### config.mk
export PLATFORM = sky130hd
export DESIGN_NAME = id_ex_pipe_reg
export DESIGN_NICKNAME = d
export VERILOG_FILES = /design/src/rtl/pipe_pkg.sv /design/src/rtl/load_use_detect.sv /design/src/rtl/id_ex_pipe_reg.sv
export SDC_FILE = /design/constraint.sdc
export NUM_CORES = 1
export LEC_CHECK = 0
export ABC_AREA = 1
export CORE_MARGIN = 2
export CORE_UTILIZATION = 43
export DETAILED_ROUTE_END_ITERATION = 7
export PLACE_DENSITY = 0.81
export SLEW_MARGIN = 40
export SYNTH_ARGS = -nofsm -noshare
export SYNTH_HDL_FRONTEND = slang
export SYNTH_SLANG_ARGS = --single-unit
### constraint.sdc
create_clock -name clk -period 2.1 [get_ports clk]
set_clock_uncertainty 0.15 [all_clocks]
set_input_delay 0.525 -clock clk [delete_from_list [all_inputs] [get_ports clk]]
set_output_delay 0.525 -clock clk [all_outputs]
set_load 0.03 [all_outputs]
### src/rtl/pipe_pkg.sv
// Shared ID/EX pipeline types: widths, control bundle, bubble constant and the
// occupancy states of the ID/EX register.
package pipe_pkg;

  localparam int REG_W    = 4;
  localparam int DATA_W   = 32;
  localparam int ALU_OP_W = 4;

  typedef struct packed {
    logic                reg_write;
    logic                mem_read;
    logic                mem_write;
    logic                mem_to_reg;
    logic                alu_src;
    logic [ALU_OP_W-1:0] alu_op;
  } id_ex_ctrl_t;

  localparam id_ex_ctrl_t BUBBLE_CTRL = '0;

  typedef enum logic [1:0] {
    ST_EMPTY = 2'd0,
    ST_OCC   = 2'd1,
    ST_HELD  = 2'd2
  } idex_state_t;

  // An invalid instruction may carry stale decode bits; never let them act.
  function automatic id_ex_ctrl_t gate_ctrl(input id_ex_ctrl_t c, input logic v);
    return v ? c : BUBBLE_CTRL;
  endfunction

endpackage

### src/rtl/load_use_detect.sv
// Load-use hazard compare between the load sitting in ID/EX and the ID instruction.
// Purely combinational, zero latency; R0 is never a hazard source.
module load_use_detect
  import pipe_pkg::*;
(
  input  logic             ex_valid,
  input  logic             ex_mem_read,
  input  logic [REG_W-1:0] ex_rd,
  input  logic             id_valid,
  input  logic [REG_W-1:0] id_rs1,
  input  logic [REG_W-1:0] id_rs2,
  input  logic             id_use_rs1,
  input  logic             id_use_rs2,
  output logic             load_use
);

  logic rs1_hit;
  logic rs2_hit;

  assign rs1_hit  = id_use_rs1 && (id_rs1 == ex_rd);
  assign rs2_hit  = id_use_rs2 && (id_rs2 == ex_rd);
  assign load_use = ex_valid && ex_mem_read && (ex_rd != '0) && id_valid && (rs1_hit || rs2_hit);

endmodule

### src/rtl/id_ex_pipe_reg.sv
// ID/EX register with load-use bubble, flush and EX hold; 1-cycle latency, stall is combinational.
// Priority flush > ex_hold > load_use > load; ID_EX_PERF_CNT_EN adds stall/bubble counters.
module id_ex_pipe_reg
  import pipe_pkg::*;
(
  input  logic                clk,
  input  logic                rst_n,
  input  logic                id_valid,
  input  logic [REG_W-1:0]    id_rs1,
  input  logic [REG_W-1:0]    id_rs2,
  input  logic [REG_W-1:0]    id_rd,
  input  logic                id_use_rs1,
  input  logic                id_use_rs2,
  input  logic                id_reg_write,
  input  logic                id_mem_read,
  input  logic                id_mem_write,
  input  logic                id_mem_to_reg,
  input  logic                id_alu_src,
  input  logic [ALU_OP_W-1:0] id_alu_op,
  input  logic [DATA_W-1:0]   id_rd1_data,
  input  logic [DATA_W-1:0]   id_rd2_data,
  input  logic [DATA_W-1:0]   id_imm,
  input  logic                flush,
  input  logic                ex_hold,
  output logic                valid_idex,
  output logic [REG_W-1:0]    rs1_idex,
  output logic [REG_W-1:0]    rs2_idex,
  output logic [REG_W-1:0]    rd_idex,
  output logic                reg_write_en_idex,
  output logic                mem_read_idex,
  output logic                mem_write_idex,
  output logic                mem_to_reg_idex,
  output logic                alu_src_idex,
  output logic [ALU_OP_W-1:0] alu_op_idex,
  output logic [DATA_W-1:0]   rd1_idex,
  output logic [DATA_W-1:0]   rd2_idex,
  output logic [DATA_W-1:0]   imm_idex,
  output logic                stall
`ifdef ID_EX_PERF_CNT_EN
  ,
  output logic [31:0]         stall_cnt,
  output logic [31:0]         bubble_cnt
`endif
);

  idex_state_t          state_q, state_d;
  id_ex_ctrl_t          ctrl_q, ctrl_d;
  id_ex_ctrl_t          id_ctrl;
  logic [REG_W-1:0]     rs1_q, rs1_d, rs2_q, rs2_d, rd_q, rd_d;
  logic [DATA_W-1:0]    rd1_q, rd1_d, rd2_q, rd2_d, imm_q, imm_d;
  logic                 load_use;

  load_use_detect u_load_use_detect (
    .ex_valid    (valid_idex),
    .ex_mem_read (ctrl_q.mem_read),
    .ex_rd       (rd_q),
    .id_valid    (id_valid),
    .id_rs1      (id_rs1),
    .id_rs2      (id_rs2),
    .id_use_rs1  (id_use_rs1),
    .id_use_rs2  (id_use_rs2),
    .load_use    (load_use)
  );

  always_comb begin
    id_ctrl.reg_write  = id_reg_write;
    id_ctrl.mem_read   = id_mem_read;
    id_ctrl.mem_write  = id_mem_write;
    id_ctrl.mem_to_reg = id_mem_to_reg;
    id_ctrl.alu_src    = id_alu_src;
    id_ctrl.alu_op     = id_alu_op;
  end

  // A flush squashes even a held EX slot, so it must not raise stall.
  assign stall = !flush && (ex_hold || load_use);

  always_comb begin
    state_d = state_q;
    ctrl_d  = ctrl_q;
    rs1_d   = rs1_q;
    rs2_d   = rs2_q;
    rd_d    = rd_q;
    rd1_d   = rd1_q;
    rd2_d   = rd2_q;
    imm_d   = imm_q;
    if (flush || (!ex_hold && load_use)) begin
      state_d = ST_EMPTY;
      ctrl_d  = BUBBLE_CTRL;
      rs1_d   = '0;
      rs2_d   = '0;
      rd_d    = '0;
      rd1_d   = '0;
      rd2_d   = '0;
      imm_d   = '0;
    end else if (ex_hold) begin
      state_d = (state_q == ST_EMPTY) ? ST_EMPTY : ST_HELD;
    end else begin
      state_d = id_valid ? ST_OCC : ST_EMPTY;
      ctrl_d  = gate_ctrl(id_ctrl, id_valid);
      rs1_d   = id_rs1;
      rs2_d   = id_rs2;
      rd_d    = id_rd;
      rd1_d   = id_rd1_data;
      rd2_d   = id_rd2_data;
      imm_d   = id_imm;
    end
  end

  always_ff @(posedge clk or negedge rst_n) begin
    if (!rst_n) begin
      state_q <= ST_EMPTY;
      ctrl_q  <= BUBBLE_CTRL;
      rs1_q   <= '0;
      rs2_q   <= '0;
      rd_q    <= '0;
      rd1_q   <= '0;
      rd2_q   <= '0;
      imm_q   <= '0;
    end else begin
      state_q <= state_d;
      ctrl_q  <= ctrl_d;
      rs1_q   <= rs1_d;
      rs2_q   <= rs2_d;
      rd_q    <= rd_d;
      rd1_q   <= rd1_d;
      rd2_q   <= rd2_d;
      imm_q   <= imm_d;
    end
  end

  assign valid_idex        = (state_q != ST_EMPTY);
  assign rs1_idex          = rs1_q;
  assign rs2_idex          = rs2_q;
  assign rd_idex           = rd_q;
  assign reg_write_en_idex = ctrl_q.reg_write;
  assign mem_read_idex     = ctrl_q.mem_read;
  assign mem_write_idex    = ctrl_q.mem_write;
  assign mem_to_reg_idex   = ctrl_q.mem_to_reg;
  assign alu_src_idex      = ctrl_q.alu_src;
  assign alu_op_idex       = ctrl_q.alu_op;
  assign rd1_idex          = rd1_q;
  assign rd2_idex          = rd2_q;
  assign imm_idex          = imm_q;

`ifdef ID_EX_PERF_CNT_EN
  logic [31:0] stall_cnt_q, stall_cnt_d;
  logic [31:0] bubble_cnt_q, bubble_cnt_d;
  logic        bubble_evt;

  // A load-use bubble only happens when ex_hold does not take precedence.
  assign bubble_evt = flush || (!ex_hold && load_use);

  always_comb begin
    stall_cnt_d  = stall_cnt_q;
    bubble_cnt_d = bubble_cnt_q;
    if (stall && (stall_cnt_q != '1)) stall_cnt_d = stall_cnt_q + 32'd1;
    if (bubble_evt && (bubble_cnt_q != '1)) bubble_cnt_d = bubble_cnt_q + 32'd1;
  end

  always_ff @(posedge clk or negedge rst_n) begin
    if (!rst_n) begin
      stall_cnt_q  <= '0;
      bubble_cnt_q <= '0;
    end else begin
      stall_cnt_q  <= stall_cnt_d;
      bubble_cnt_q <= bubble_cnt_d;
    end
  end

  assign stall_cnt  = stall_cnt_q;
  assign bubble_cnt = bubble_cnt_q;
`endif

endmodule

# Yosys cells after proc, flatten, opt, wreduce, memory -nomap -nowiden
# Cells that the tools add are included.
# W data, S select, Z words.
dict set report op_classes {
  n_eq_ne 3
  reduce_logical 16
  muxes 19
}
# operator n
set ops {}
lappend ops {{$mux W32} 6}
lappend ops {{$mux W9} 3}
lappend ops {{$mux W4} 6}
lappend ops {{$eq A4 B4 Y1} 2}
lappend ops {{$logic_and A1 B1 Y1} 8}
lappend ops {{$mux W2} 3}
lappend ops {{$reduce_bool A4 Y1} 1}
lappend ops {{$logic_or A1 B1 Y1} 3}
lappend ops {{$logic_not A1 Y1} 2}
lappend ops {{$logic_not A2 Y1} 1}
lappend ops {{$ne A2 B1 Y1 const B} 1}
lappend ops {{$reduce_bool A2 Y1} 1}
lappend ops {{$mux W1} 1}
dict set report word_totals {
  out_inout_bits 119
  in_bits 124
  reg_bits 119
}

# Depth between registers and ports, before layout
dict set report depth {
  word_depth 8
  depth_mapped 11
}

# Cells and area by module
# From an unflattened synthesis, not the netlist that was laid out.
dict set report hier_totals {
  cells_unflattened 569
  area_unflattened_um2 4887.2
}
# mod cells_each n_inst area_each_um2
set modules_own_cells {}
lappend modules_own_cells {id_ex_pipe_reg 534 1 4729.5}
lappend modules_own_cells {load_use_detect 35 1 157.7}

# Least setup slack after synthesis
# Ideal clock, no wire load.
dict set report synth_path {
  path_type {flip-flop to output port}
  start {register rd_q[3] (netlist: rd_idex[3])}
  end {output stall}
  stages_incl_launch_ff 10
  slack_ns -0.443
  t_arrival_ns 1.868
  path_cell_list {dfrtp_1 inv_1 nand2_1 nand2_1 nor2_1 nand3_1 nand2_1 nand2_1 buf_4 o21ai_0}
}
dict set report synth_via {
  elab_chain_cells 6
  word_cells_on_any_way 11
}
# item line_no
set synth_rtl {}
lappend synth_rtl {{start, declared} id_ex_pipe_reg.sv:49} ;# logic [REG_W-1:0] rs1_q, rs1_d, rs2_q, rs2_d, rd_q, rd_d;
lappend synth_rtl {{start signal, assigned} id_ex_pipe_reg.sv:124} ;# rd_q <= rd_d;
lappend synth_rtl {{$eq A4 B4 Y1 (tied with other cells)} load_use_detect.sv:20} ;# assign rs1_hit = id_use_rs1 && (id_rs1 == ex_rd);
lappend synth_rtl {{$logic_and A1 B1 Y1 (on tied branches)} {load_use_detect.sv:20, load_use_detect.sv:21, load_use_detect.sv:22}}
lappend synth_rtl {{$logic_or A1 B1 Y1 / $logic_and A1 B1 Y1 (equally long branches)} load_use_detect.sv:22} ;# assign load_use = ex_valid && ex_mem_read && (ex_rd != '0) && id_valid && (rs1_hit || rs2_hit);
lappend synth_rtl {{$logic_and A1 B1 Y1 *} load_use_detect.sv:22}
lappend synth_rtl {{$logic_or A1 B1 Y1 *} id_ex_pipe_reg.sv:75} ;# assign stall = !flush && (ex_hold || load_use);
lappend synth_rtl {{$logic_and A1 B1 Y1 *} id_ex_pipe_reg.sv:75}
lappend synth_rtl {{end, declared} id_ex_pipe_reg.sv:38} ;# output logic stall
# Mark *: on every way between the ends. The rest lies on a longest branch, timed or not.

# Worst setup path after layout
# Same ends and word-level chain as after synthesis.

==> impl_results.md <==
* Status: finished, violations left
* Violated checks: negative setup slack
* Clock net sink count at 119
* Placer Congestion at 0.8530
* Total GRT Usage at 24.58%
* First-pass GRT wire length at 28180 µm
* Final ANT Viol Nets at 0
* Power Total at 6.648 mW
* Final WS setup at -208.4 ps
* Min-Delay Path Class: flop to flop
* CP required at 1420 ps
* Crit-path cells: inv_2 > nand2_1 > nand2_1 > nor2_1 > nand3_1 > nand2_2 > nand2_4 > o21ai_4 > buf_6
* Total Neg Setup Slack at -208.4 ps
* DIE WIDTH at 120.4 µm
* Post-layout minimum cycle time at 2308 ps
* R2r worst-path depth at 11
* Initial antenna violation count at 0
* Layout Cells excl Fill at 1226
* Layout Nets at 1161
* Synth Warn # at 0
* Pint at 4.899 mW
* # port buffers at 242
* Initial Util at 44.03%
* Syn avg cell area at 7.279 µm²
* Switch Pwr at 1.749 mW
* Placed wire-length estimate at 11240 µm
* Total number of vias at 5856
* Worst path bufs/invs at 2
* Max_slew headroom at 64.02%
* RSZ-0062 raised after global routing: yes
* Sw frac at 26.31%
* Crit path arrival time at 1630 ps
* Hold Path Sink: rd2_idex[28]
* VDD IR-drop max at 0.4646 mV
* Final Hold Fails at 0
* Clock share of power at 45.3%
* Synth Instances at 801
* Die Area at 14510 µm²
* Die span in y at 120.4 µm
* Inst Count DP at 1187
* Share of layout cells above drive strength 1 at 6.762%
* Num rows at 42
* Maximum clock frequency at 433.2 MHz
* DR pass1 iterations at 5
* Io pins at 243
* Vias in the first global route at 5662
* Post-Syn Nets at 925
* Most used cell, CP: nand2_1
* Clk slew on worst S/H paths at 50 ps
* Antenna diodes at 0
* DR iter-0 viols at 413
* Crit path capture type: output pin
* Top cells by area, synth: dfrtp_1, nand2_1, nand3_1
* Top-area cell type share of the netlist area at 51.07%
* DRC errors left at 0
* Yosys reg bits at 119
* Fin crit share at 109.9%
* FF-to-FF Start: rd_idex[1]
* Layout filler cell count at 1131
* Hold wc startpoint: rd2_idex[28]
* Mapped Area at 5831 µm²
* Most common cell after layout, fill and taps aside: nand2_1
* CTS H-tree lvls at 4
* RR Endpoint: alu_op_idex[1]
* Clock buffer depth at 2
* Via/cell ratio at 4.777
* Max FO, Critical Path at 4
* Sequential power share at 37.5%
* WL per Instance at 14.28 µm
* Worst Setup Path Type: flop to output pin
* Leakage power at 5.376 nW
* Top Family by Delay on Critical Path: simple AND/OR/NAND/NOR gates
* Reg-to-reg slack, setup at 290 ps
* Commonest cells after routing, fill and taps aside: nand2_1, nor2_1, dlygate4sd2_1, inv_1, nand3_1
* Area of the core at 13240 µm²
* Slowest cell delay on critical path at 420 ps
* Design area at 8924 µm²
* Yosys cell types at 16
* CTS tree: yes
* Max-cap violation count at 0
* Comb pwr share at 17.2%
* Share of the yosys chip area belonging to registers at 51.07%
* Critical Path Start Type: flop
* Power Dens Cells at 744.9 nW/µm²
* Placed inst area at 8394 µm²
* CTS buffer count at 17
* Slowest CP cell: dfrtp_1
* Area leader, netlist: dfrtp_1
* WHS at 317.4 ps
* Final Max Tran Viols at 0
* WL final at 17510 µm
* GR Overflow Total at 0
* Area growth syn-to-layout at 53.05%
* Root Driver: clkbuf_16
* Hold depth at 2
* Worst slew pin tran at 539.7 ps
* Final setup viols at 1
* Pin count of the biggest net entering global routing at 118
* Clk_lat worst skew at 410 ps
metrics by stage:
| stage | util (%) | setup WS (ps) |
|---|---|---|
| after floorplan | - | 14.05 |
| after global placement | 63.39 | -353.5 |
| after detailed placement | 63.39 | -372.5 |
| after CTS | 67.36 | -218.7 |
| after global routing | 67.38 | -308.0 |
| final | 67.38 | -208.4 |
power groups by stage:
stage / registers, mW / logic, mW / clock network, mW
detailed placement: 2.53 / 1.23 / 0
CTS: 2.49 / 1.15 / 3.06
global route: 2.51 / 1.24 / 3.17
global placement: 2.53 / 1.21 / 0
floorplan: 2.78 / 0.323 / 0
finish: 2.49 / 1.14 / 3.01
routing by layer:
metal / vias to the layer above / part of all wire (%) / GRT usage, %
li1: 2849 / - / -
met2: 247 / 48 / 40.68
met5: - / 0 / 0
met4: 0 / 2.1 / 8.503
met3: 30 / 9.1 / 7.830
met1: 2730 / 41 / 30.36
cell usage after synthesis:
cell,n
buf_1,7
buf_2,13
buf_4,1
buf_6,13
clkbuf_1,16
dfrtp_1,119
inv_1,123
inv_2,3
nand2_1,255
nand3_1,119
nand4_1,2
nor2_1,125
nor2_4,1
o21ai_0,1
or2_1,1
xnor2_1,2
worst reg2reg max path, cell delays in order, from the launching register on:
cell	delay, ps
dfrtp_2	450
inv_2	80
nand2_1	50
nand2_1	70
nor2_1	40
nand3_1	90
nand2_2	70
nand2_4	80
buf_4	140
buf_12	290
nand3_1	140
nand2_1	90
what timing repair did:
action                                 in CTS  in global routing
hold buffers                                1                  0
setup buffers                               6                  0
gates resized for setup                   133                  2
endpoints found under the hold margin      19                  0
setup endpoints to repair                 119                  2
pin swaps                                   6                  2
final cells by class:
type                            count  area, µm²  share of cell area [%]
Clock inverter                      9      120.1                   1.346
Timing Repair Buffer              267       2536                   28.42
Clock buffer                       23      498.0                   5.580
Tap cell                          176      220.2                   2.468
Sequential cell                   119       2980                   33.40
Inverter                          126      473.0                   5.300
Multi-Input combinational cell    506       2096                   23.49
logic make-up after synthesis:
logic type / share of synthesized area [%]
AO/OA/AOI/OAI: 0.08575
XOR/XNOR: 0.3005
buffers and inverters: 13.35
flip-flops: 51.07
AND/OR/NAND/NOR: 35.19
how the worst max path moves through the flow:
stage | to | from | cells after the start
6_report | stall | rd_idex[3] | 9
5_1_grt | stall | rd_idex[3] | 9
4_1_cts | stall | rd_idex[3] | 9
3_5_place_dp | stall | id_rs1[1] | 10
3_3_place_gp | stall | id_rs2[1] | 10
2_1_floorplan | stall | rd_idex[3] | 9
state kept, by name, indices dropped and copies added, names as in the netlist:
signal,count
mem_write_idex,1
rs1_idex,4
state_q,2
imm_idex,32
alu_src_idex,1
rd1_idex,32
rd_idex,4
alu_op_idex,4
rs2_idex,4
rd2_idex,32
mem_to_reg_idex,1
mem_read_idex,1
reg_write_en_idex,1
Power figures use the tool's default switching activity.
